`config.mk`:
```
export PLATFORM = sky130hd
export DESIGN_NAME = hazard_scoreboard_flat
export DESIGN_NICKNAME = d
export VERILOG_FILES = /design/src/rtl/hazard_scoreboard_if.sv /design/src/rtl/hazard_scoreboard.sv /design/src/flat_wrapper.sv
export SDC_FILE = /design/constraint.sdc
export NUM_CORES = 1
export LEC_CHECK = 0
export ABC_AREA = 1
export BUFFER_PORTS_ARGS = -buffer_cell sky130_fd_sc_hd__buf_4
export CORE_MARGIN = 4
export CORE_UTILIZATION = 35
export DETAILED_ROUTE_END_ITERATION = 7
export PLACE_DENSITY = 0.53
export SYNTH_ARGS = -nofsm -noshare
export SYNTH_HDL_FRONTEND = slang
export SYNTH_SLANG_ARGS = --single-unit
```
`constraint.sdc`:
```
create_clock -name clk -period 2.4 [get_ports clk]
set_input_delay 0.24 -clock clk [delete_from_list [all_inputs] [get_ports clk]]
set_output_delay 0.24 -clock clk [all_outputs]
set_load 0.01 [all_outputs]
```
`src/rtl/hazard_scoreboard_if.sv`:
```
// ID-stage to scoreboard bundle: the decoded instruction fields go in, and stall/issue control plus status come back.
interface hazard_scoreboard_if #(
    parameter int NUM_REGS    = 32,
    parameter int ADDR_W      = 5,
    parameter int STALL_CNT_W = 16
);
    logic                   id_valid;
    logic [ADDR_W-1:0]      id_rs;
    logic [ADDR_W-1:0]      id_rt;
    logic                   id_uses_rs;
    logic                   id_uses_rt;
    logic [ADDR_W-1:0]      id_rd;
    logic                   id_reg_write;
    logic                   id_is_load;
    logic                   id_is_mult;
    logic                   flush;
    logic                   stall;
    logic                   issue;
    logic [NUM_REGS-1:0]    busy_mask;
    logic [STALL_CNT_W-1:0] stall_count;

    modport master (
        output id_valid, id_rs, id_rt, id_uses_rs, id_uses_rt, id_rd,
               id_reg_write, id_is_load, id_is_mult, flush,
        input  stall, issue, busy_mask, stall_count
    );

    modport slave (
        input  id_valid, id_rs, id_rt, id_uses_rs, id_uses_rt, id_rd,
               id_reg_write, id_is_load, id_is_mult, flush,
        output stall, issue, busy_mask, stall_count
    );
endinterface

```
`src/rtl/hazard_scoreboard.sv`:
```
// Scoreboard of in-flight destination registers with per-register countdowns until forwardable;
// stalls ID on RAW or WAW hazards and counts stall cycles.
module hazard_scoreboard #(
    parameter int NUM_REGS    = 32,
    parameter int ADDR_W      = 5,
    parameter int LOAD_DELAY  = 1,
    parameter int MULT_DELAY  = 3,
    parameter int STALL_CNT_W = 16
) (
    input  logic               clk,
    input  logic               rst_n,
    hazard_scoreboard_if.slave sb
);
    localparam int MAX_DELAY = (LOAD_DELAY > MULT_DELAY) ? LOAD_DELAY : MULT_DELAY;
    localparam int CNT_W     = (MAX_DELAY < 1) ? 1 : $clog2(MAX_DELAY + 1);

    logic [CNT_W-1:0]       cnt_q [NUM_REGS];
    logic [CNT_W-1:0]       cnt_d [NUM_REGS];
    logic [STALL_CNT_W-1:0] stall_count_q;
    logic [STALL_CNT_W-1:0] stall_count_d;
    logic [NUM_REGS-1:0]    busy_vec;

    logic [CNT_W-1:0] new_delay;
    logic             raw_rs;
    logic             raw_rt;
    logic             waw;
    logic             stall_w;
    logic             issue_w;
    logic             wr_en;

    always_comb begin
        if (sb.id_is_mult) begin
            new_delay = CNT_W'(MULT_DELAY);
        end else if (sb.id_is_load) begin
            new_delay = CNT_W'(LOAD_DELAY);
        end else begin
            new_delay = '0;
        end
    end

    // An older producer finishing after a younger writer of the same rd would clobber it: WAW stall.
    always_comb begin
        raw_rs  = sb.id_uses_rs && (sb.id_rs != '0) && (cnt_q[sb.id_rs] != '0);
        raw_rt  = sb.id_uses_rt && (sb.id_rt != '0) && (cnt_q[sb.id_rt] != '0);
        waw     = sb.id_reg_write && (sb.id_rd != '0) && (cnt_q[sb.id_rd] > new_delay);
        stall_w = sb.id_valid && !sb.flush && (raw_rs || raw_rt || waw);
        issue_w = sb.id_valid && !sb.flush && !stall_w;
        wr_en   = issue_w && sb.id_reg_write && (sb.id_rd != '0);
    end

    always_comb begin
        cnt_d[0] = '0;
        for (int i = 1; i < NUM_REGS; i++) begin
            cnt_d[i] = (cnt_q[i] != '0) ? cnt_q[i] - CNT_W'(1) : '0;
            if (wr_en && (sb.id_rd == ADDR_W'(i))) begin
                cnt_d[i] = new_delay;
            end
        end
    end

    always_comb begin
        stall_count_d = stall_count_q;
        if (stall_w && (stall_count_q != {STALL_CNT_W{1'b1}})) begin
            stall_count_d = stall_count_q + STALL_CNT_W'(1);
        end
    end

    always_ff @(posedge clk or negedge rst_n) begin
        if (!rst_n) begin
            for (int i = 0; i < NUM_REGS; i++) begin
                cnt_q[i] <= '0;
            end
            stall_count_q <= '0;
        end else begin
            for (int i = 0; i < NUM_REGS; i++) begin
                cnt_q[i] <= cnt_d[i];
            end
            stall_count_q <= stall_count_d;
        end
    end

    // busy_mask comes straight from the counters so it has no path from the ID inputs.
    assign busy_vec[0] = 1'b0;
    generate
        for (genvar gi = 1; gi < NUM_REGS; gi++) begin : g_busy
            assign busy_vec[gi] = (cnt_q[gi] != '0);
        end
    endgenerate

    assign sb.busy_mask   = busy_vec;
    assign sb.stall       = stall_w;
    assign sb.issue       = issue_w;
    assign sb.stall_count = stall_count_q;
endmodule
```
`src/flat_wrapper.sv`:
```
// flat-port wrapper written by rule: the top's interface ports become plain ports
module hazard_scoreboard_flat 
#(
    parameter int NUM_REGS    = 32,
    parameter int ADDR_W      = 5,
    parameter int LOAD_DELAY  = 1,
    parameter int MULT_DELAY  = 3,
    parameter int STALL_CNT_W = 16
)
  (clk, rst_n, sb_id_valid, sb_id_rs, sb_id_rt, sb_id_uses_rs, sb_id_uses_rt, sb_id_rd, sb_id_reg_write, sb_id_is_load, sb_id_is_mult, sb_flush, sb_stall, sb_issue, sb_busy_mask, sb_stall_count);
  hazard_scoreboard_if #(.NUM_REGS(NUM_REGS), .ADDR_W(ADDR_W), .STALL_CNT_W(STALL_CNT_W)) sb_i ();
  input  logic clk;
  input  logic rst_n;
  input wire logic [$bits(sb_i.id_valid)-1:0] sb_id_valid;
  input wire logic [$bits(sb_i.id_rs)-1:0] sb_id_rs;
  input wire logic [$bits(sb_i.id_rt)-1:0] sb_id_rt;
  input wire logic [$bits(sb_i.id_uses_rs)-1:0] sb_id_uses_rs;
  input wire logic [$bits(sb_i.id_uses_rt)-1:0] sb_id_uses_rt;
  input wire logic [$bits(sb_i.id_rd)-1:0] sb_id_rd;
  input wire logic [$bits(sb_i.id_reg_write)-1:0] sb_id_reg_write;
  input wire logic [$bits(sb_i.id_is_load)-1:0] sb_id_is_load;
  input wire logic [$bits(sb_i.id_is_mult)-1:0] sb_id_is_mult;
  input wire logic [$bits(sb_i.flush)-1:0] sb_flush;
  output wire logic [$bits(sb_i.stall)-1:0] sb_stall;
  output wire logic [$bits(sb_i.issue)-1:0] sb_issue;
  output wire logic [$bits(sb_i.busy_mask)-1:0] sb_busy_mask;
  output wire logic [$bits(sb_i.stall_count)-1:0] sb_stall_count;
  assign sb_i.id_valid = sb_id_valid;
  assign sb_i.id_rs = sb_id_rs;
  assign sb_i.id_rt = sb_id_rt;
  assign sb_i.id_uses_rs = sb_id_uses_rs;
  assign sb_i.id_uses_rt = sb_id_uses_rt;
  assign sb_i.id_rd = sb_id_rd;
  assign sb_i.id_reg_write = sb_id_reg_write;
  assign sb_i.id_is_load = sb_id_is_load;
  assign sb_i.id_is_mult = sb_id_is_mult;
  assign sb_i.flush = sb_flush;
  assign sb_stall = sb_i.stall;
  assign sb_issue = sb_i.issue;
  assign sb_busy_mask = sb_i.busy_mask;
  assign sb_stall_count = sb_i.stall_count;
  hazard_scoreboard #(.NUM_REGS(NUM_REGS), .ADDR_W(ADDR_W), .LOAD_DELAY(LOAD_DELAY), .MULT_DELAY(MULT_DELAY), .STALL_CNT_W(STALL_CNT_W)) u_core (.clk(clk), .rst_n(rst_n), .sb(sb_i));
endmodule
```
* After elaboration in Yosys (flattened, before gate mapping)
Cells that the tools add are included.
** Storage, ports and cells
- Bits in registers :: 78
- Bits in latches :: 0
- RAM bits :: 0
- Memory bits (read-only) :: 0
- Input port bits :: 24
- Output and inout bits :: 50
- Logic and storage cells :: 259
- Memories kept :: 0
** Operators by class
- Add/subtract/negate cells :: 32
- Multiply operators :: 0
- Divide/modulo/power cells :: 0
- Order comparisons :: 4
- Eq/ne operators :: 32
- Shift-type cells :: 0
- Multiplexer cells :: 73
- Bitwise gates (word level) :: 3
- Reduce and logical (&&, ||, !) cells :: 83
** Operator list (number)
- $mux W2 :: 69
- $eq A5 B5 Y1 const B :: 16
- $reduce_bool A2 Y1 :: 33
- $sub A2 B1 Y2 const B :: 31
- $logic_and A1 B1 Y1 :: 43
- $eq A5 B4 Y1 const B :: 8
- $bmux W2 S5 :: 3
- $eq A5 B3 Y1 const B :: 4
- $ge A6 B6 Y1 const B :: 3
- $not A5 Y6 :: 3
- $add A16 B1 Y16 const B :: 1
- $ne A16 B16 Y1 const B :: 1
- $reduce_bool A5 Y1 :: 3
- $eq A5 B2 Y1 const B :: 2
- $eq A5 B1 Y1 const B :: 1
- $gt A2 B2 Y1 :: 1
- $logic_not A1 Y1 :: 2
- $logic_or A1 B1 Y1 :: 2
- $mux W1 :: 1

* Longest topological paths before layout
- Word-level depth :: 15
- Depth in mapped cells :: 19
- Depth with buffers taken out :: 18

* Worst setup path after synthesis
Ideal clock, no wire load.
- Kind :: in2reg
- From :: input sb_id_rd[1]
- To :: register u_core.cnt_q[40] (netlist name)
- Setup time :: 117 ps
- Data arrival time :: 2533 ps
- Required time :: 2283 ps
- Path slack :: -250 ps
- Stages :: 19
- Buffers on the path :: 3
- Path through :: buf_2 -> nor2_2 -> inv_1 -> clkbuf_1 -> o22ai_1 -> o21ai_0 -> nand4_1 -> nand2_1 -> o21ai_0 -> ha_1 -> inv_1 -> nor2_1 -> o21ai_2 -> nand2_1 -> nor2_4 -> buf_6 -> nand4_2 -> nand2_1 -> nand2_1
** RTL lines
- from (decl) :: RTL line flat_wrapper.sv:19 : input wire logic [$bits(sb_i.id_rd)-1:0] sb_id_rd;
- to (signal, indexed assignment) :: RTL line hazard_scoreboard.sv:76 : cnt_q[i] <= cnt_d[i];
- to (decl) :: RTL line hazard_scoreboard.sv:17 : logic [CNT_W-1:0] cnt_q [NUM_REGS];

* Worst setup path in the final report
- From :: register u_core.cnt_q[33] (netlist name)
- To :: output sb_stall
** On the way
- Cells in the longest elaborated chain, start to end :: 8
- Elaborated cells between the ends (all ways) :: 18
- Those cells by class :: 1 x order compare; 9 x mux; 8 x reduce/logical
** RTL lines
- branches (longest 6 deep; another with $gt A2 B2 Y1)
- $logic_or A1 B1 Y1 (*) :: RTL line hazard_scoreboard.sv:46 : stall_w = sb.id_valid && !sb.flush && (raw_rs || raw_rt || waw);
- $logic_and A1 B1 Y1 (*) :: RTL line hazard_scoreboard.sv:46
- to (decl) :: RTL line flat_wrapper.sv:24 : output wire logic [$bits(sb_i.stall)-1:0] sb_stall;
Every way passes the cells marked *. The select of a mux whose other input is x is not followed.

==> results.md <==
Status:
- The run finished, with violations left.
- The checks that failed: negative setup slack.

Timing:
- The slew at the pin with the worst max-slew slack is 631 ps.
- For the finished layout, the period the worst path requires is 2820 ps.
- Setup repair after global routing could not meet its margin everywhere.
- The final max-slew violation count is 0.
- The number of endpoints failing setup at the final stage is 80.
- Across the routed clock network, the largest skew measured is 12.1 ps.
- The worst-case hold slack is 393 ps.
- The post-route fraction of the period consumed by the critical path is 118%.
- The number of failing hold endpoints at the final stage is 0.
- The achievable clock frequency is 354 MHz.
- The worst setup margin is -423 ps.
- The setup TNS after final layout is -24560 ps.
- The headroom to the max-slew limit is 58.0%.

Logic synthesis:
- Among all flip-flop cells after synthesis, the most frequent one is dfrtp_1.
- After synthesis, the netlist uses 42 different library cells.
- The number of flops mapped to enable cells by yosys is 0.
- The post-synthesis average cell area is 6.53 um2.
- The portion of the post-synthesis area used by sequential elements is 32.9%.
- The synthesis warning total is 0.
- The post-synth design cell area is 5940 um2.
- The share of flip-flops with an asynchronous set or reset is 100%.
- Synthesis produced a netlist with a net count of 937.
- Synthesis produced a netlist whose cell count is 910.
- The flip-flop and latch count after synthesis is 78.

Drt:
- The pre-antenna-repair detailed-routing pass consisted of 5 iterations.
- For this run, design rule violations remaining after detail routing come to 0.
- The post-detailed-route count of antenna-violating nets is 0.
- The total vias in the final route is 6683.
- The average wire per standard cell is 16.4 um.
- The routed via count divided by cell count is 5.03.
- The final wirelength is 21800 um.
- The number of DRC markers after the initial detailed-route iteration is 467.

Floorplan:
- The effective utilization at floorplan is 35.8%.
- The number of top-level pins is 74.
- The floorplan step set the die height to 138 um.
- The die covers 19100 um2.
- The die extent in x is 138 um.
- The number of placement rows is 47.
- The total area inside the core boundary comes to 16600 um2.

Critical path:
- The worst setup path is launched from a flop.
- Setup slack on the worst reg-to-reg path comes out at -370 ps.
- The launch point of the critical path is u_core.cnt_q[33].
- The critical path's slowest cell is dfrtp_1.
- STA classifies the critical path endpoint as a primary output.
- The worst register-to-register path has a depth of 17.
- The endpoint of the most critical setup path is sb_stall.
- In this run the critical register-to-register path is launched from u_core.cnt_q[33].
- The endpoint of the worst register-to-register path is u_core.cnt_q[21].
- Data on the critical path arrives at its endpoint at 2580 ps.
- The worst-path maximum fanout is 2.
- For this run, the slowest stage of the critical path takes 390 ps.
- Data on the critical path is required at its endpoint by 2160 ps.
- The signal on the critical path passes through inv_2 -> o22ai_2 -> a221oi_2 -> o21ai_1 -> a211oi_2 -> o21ai_1 -> ha_1 -> buf_4 -> a21oi_2 -> o21ai_2 -> nand2_2 -> nor2_4 -> nor2_4 -> buf_6.
- The worst setup path is of the reg -> out kind.

Global route:
- Entering global routing, the biggest net connects 49 pins.
- The first global-routing pass estimated 34600 um of wire.
- The initial antenna violation count is 0.
- Global routing used 22.5% of the available tracks across all layers.
- The number of global-route vias before repair is 6362.
- For this run the aggregate overflow at the end of global routing stands at 0.

Run:
- The tool flagged a number of max-cap violations equal to 0.

Placed design:
- The count of input and output buffers is 72.
- Routability-driven placement finished with a final weighted congestion of 0.939.
- The placed instances occupy a cell area of 7710 um2.
- The half-perimeter wire length after placement is 16400 um.
- OpenSTA, run right after detailed placement, puts the worst setup slack at -560 ps.

Finish:
- 0 antenna diodes ended up in the layout.
- The fraction of layout instances using a drive strength above 1 is 27.6%.
- The cell area after layout is 8380 um2.
- The layout overhead on the synthesized area is 41.1%.
- The total number of nets in the final design is 1131.

Power:
- The switching power share of the total is 30.9%.
- The clock network power share is 39.3%.
- Of the total power, registers draw 38.6%.
- The part of the total power dissipated in combinational logic is 22.0%.
- The internal power summed over all cells is 2.52 mW.
- In this run the static leakage power is 4.56 nW.
- For this design the ratio of total power to cell area is 435 nW/um2.
- The largest voltage drop on the vdd net is 0.000262 V.
- The total power draw is 3.64 mW.
- The switching power summed over all nets is 1.13 mW.

CTS:
- The clock root buffer master is clkbuf_16.
- For the worst-skew pair, the clock arrives at the later sink with an insertion delay of 350 ps.
- Clock-pin slew was measured on the worst setup and hold paths at 70 ps.
- The clock net sink count is 78.
- The H-tree level count is 3.
- The total CTS buffers is 9.
- In this run the deepest clock path goes through 2 buffers.
- The TritonCTS clock tree is yes.

Min path:
- The path category of the worst min-delay check is in -> reg.
## worst max-delay path, delay by kind of cell, from the launching register on
kind / cells / cell delay, ps
AOI/OAI and AO/OA: 7 / 920
adders and majority gates: 1 / 290
buffers and inverters: 3 / 340
DFF: 1 / 390
and+or+nand+nor: 3 / 290
## power by group through the flow
stage                     logic [mW]  registers (mW)  clock network, mW
after CTS                      0.757            1.41               1.46
after floorplan                0.364            1.43                  0
after global placement         0.686            1.43                  0
after detailed placement       0.692            1.43                  0
after global routing           0.858            1.41               1.51
final                          0.803            1.41               1.43
## registers in the layout, summed over array words and instances (netlist names)
name and count:
u_core.sb.stall_count 16, u_core.cnt_q 62
## through the flow
| step | utilization [%] | std cells |
|---|---|---|
| 2_1_floorplan | - | 910 |
| 3_3_place_gp | 46.5 | 1300 |
| 3_5_place_dp | 46.5 | 1300 |
| 4_1_cts | 49.7 | 1325 |
| 5_1_grt | 50.6 | 1329 |
| 6_report | 50.6 | 1329 |
## per-layer routing
metal / vias to the layer above / GRT usage (%) / share of wire (%)
li1: 3375 / - / -
met1: 3085 / 30.4 / 45
met2: 188 / 36.9 / 46
met3: 35 / 3.83 / 5.7
met4: 0 / 7.18 / 2.6
met5: - / 0 / 0
## cells in the mapped netlist, drive strengths merged (12+ instances only)
| library cell | count | area [um2] |
|---|---|---|
| inv | 128 | 480 |
| o22ai | 16 | 100 |
| o21ai | 20 | 104 |
| nand2 | 264 | 998 |
| nor2 | 133 | 551 |
| nor3 | 29 | 145 |
| nand4 | 96 | 663 |
| clkbuf | 14 | 52.6 |
| dfrtp | 78 | 1950 |
| a21oi | 12 | 60.1 |
| nand3 | 49 | 278 |
| buf | 28 | 206 |
## logic make-up (layout without fill, tap and decap cells)
kind of cell             after synthesis  in the layout  synth area share (%)
flip-flops                            78             78                  32.9
adder cells (fa/ha/maj)                3              3                 0.632
other                                  1              1                0.0631
AND/OR/NAND/NOR                      575            577                  44.8
buffers and inverters                173            370                  12.6
XOR/XNOR                              14             14                  2.06
AO/OA/AOI/OAI                         66             66                  6.93
## how the worst min path moves through the flow
stage                           start          endpoint  cells after the start
after global placement          rst_n  u_core.cnt_q[13]                      1
after global routing      sb_id_rd[4]   u_core.cnt_q[5]                      5
after floorplan                 rst_n   u_core.cnt_q[0]                      0
after CTS                 sb_id_rd[4]   u_core.cnt_q[5]                      5
final                     sb_id_rd[4]   u_core.cnt_q[5]                      5
after detailed placement        rst_n  u_core.cnt_q[13]                      1
## area by class of cell
cell class | instances | area, um2
timing repair buffer | 223 | 1910
sequential | 78 | 1950
multi-input combinational | 661 | 3440
clock buffer | 10 | 239
fill | 1738 | 8200
inverter | 131 | 495
tap | 220 | 275
clock inverter | 6 | 70.1
## cells in the final DEF (no fill, tap or decap), types with 9 or more instances in the layout
cell	synthesis	routed
nand2_1	261	254
dfrtp_1	78	78
nand4_1	86	86
o21ai_1	0	10
inv_1	125	118
buf_12	0	11
inv_2	3	9
xnor2_1	9	9
nor2_1	126	124
nor3_1	29	29
nand3_1	44	34
nand3_2	4	13
o22ai_1	16	12
buf_4	2	198
clkbuf_16	0	10
a21oi_1	12	11
## timing repair
| item | 4_1_cts | 5_1_grt |
|---|---|---|
| gates resized for setup | 28 | 32 |
| hold endpoints to repair | 44 | 0 |
| setup buffers | 5 | 3 |
| hold buffers | 1 | 0 |
| endpoints found under the setup margin | 80 | 80 |
| cloned | 3 | 1 |
| pin swaps | 9 | 18 |
Note: power is estimated with default switching activity, not from simulation.
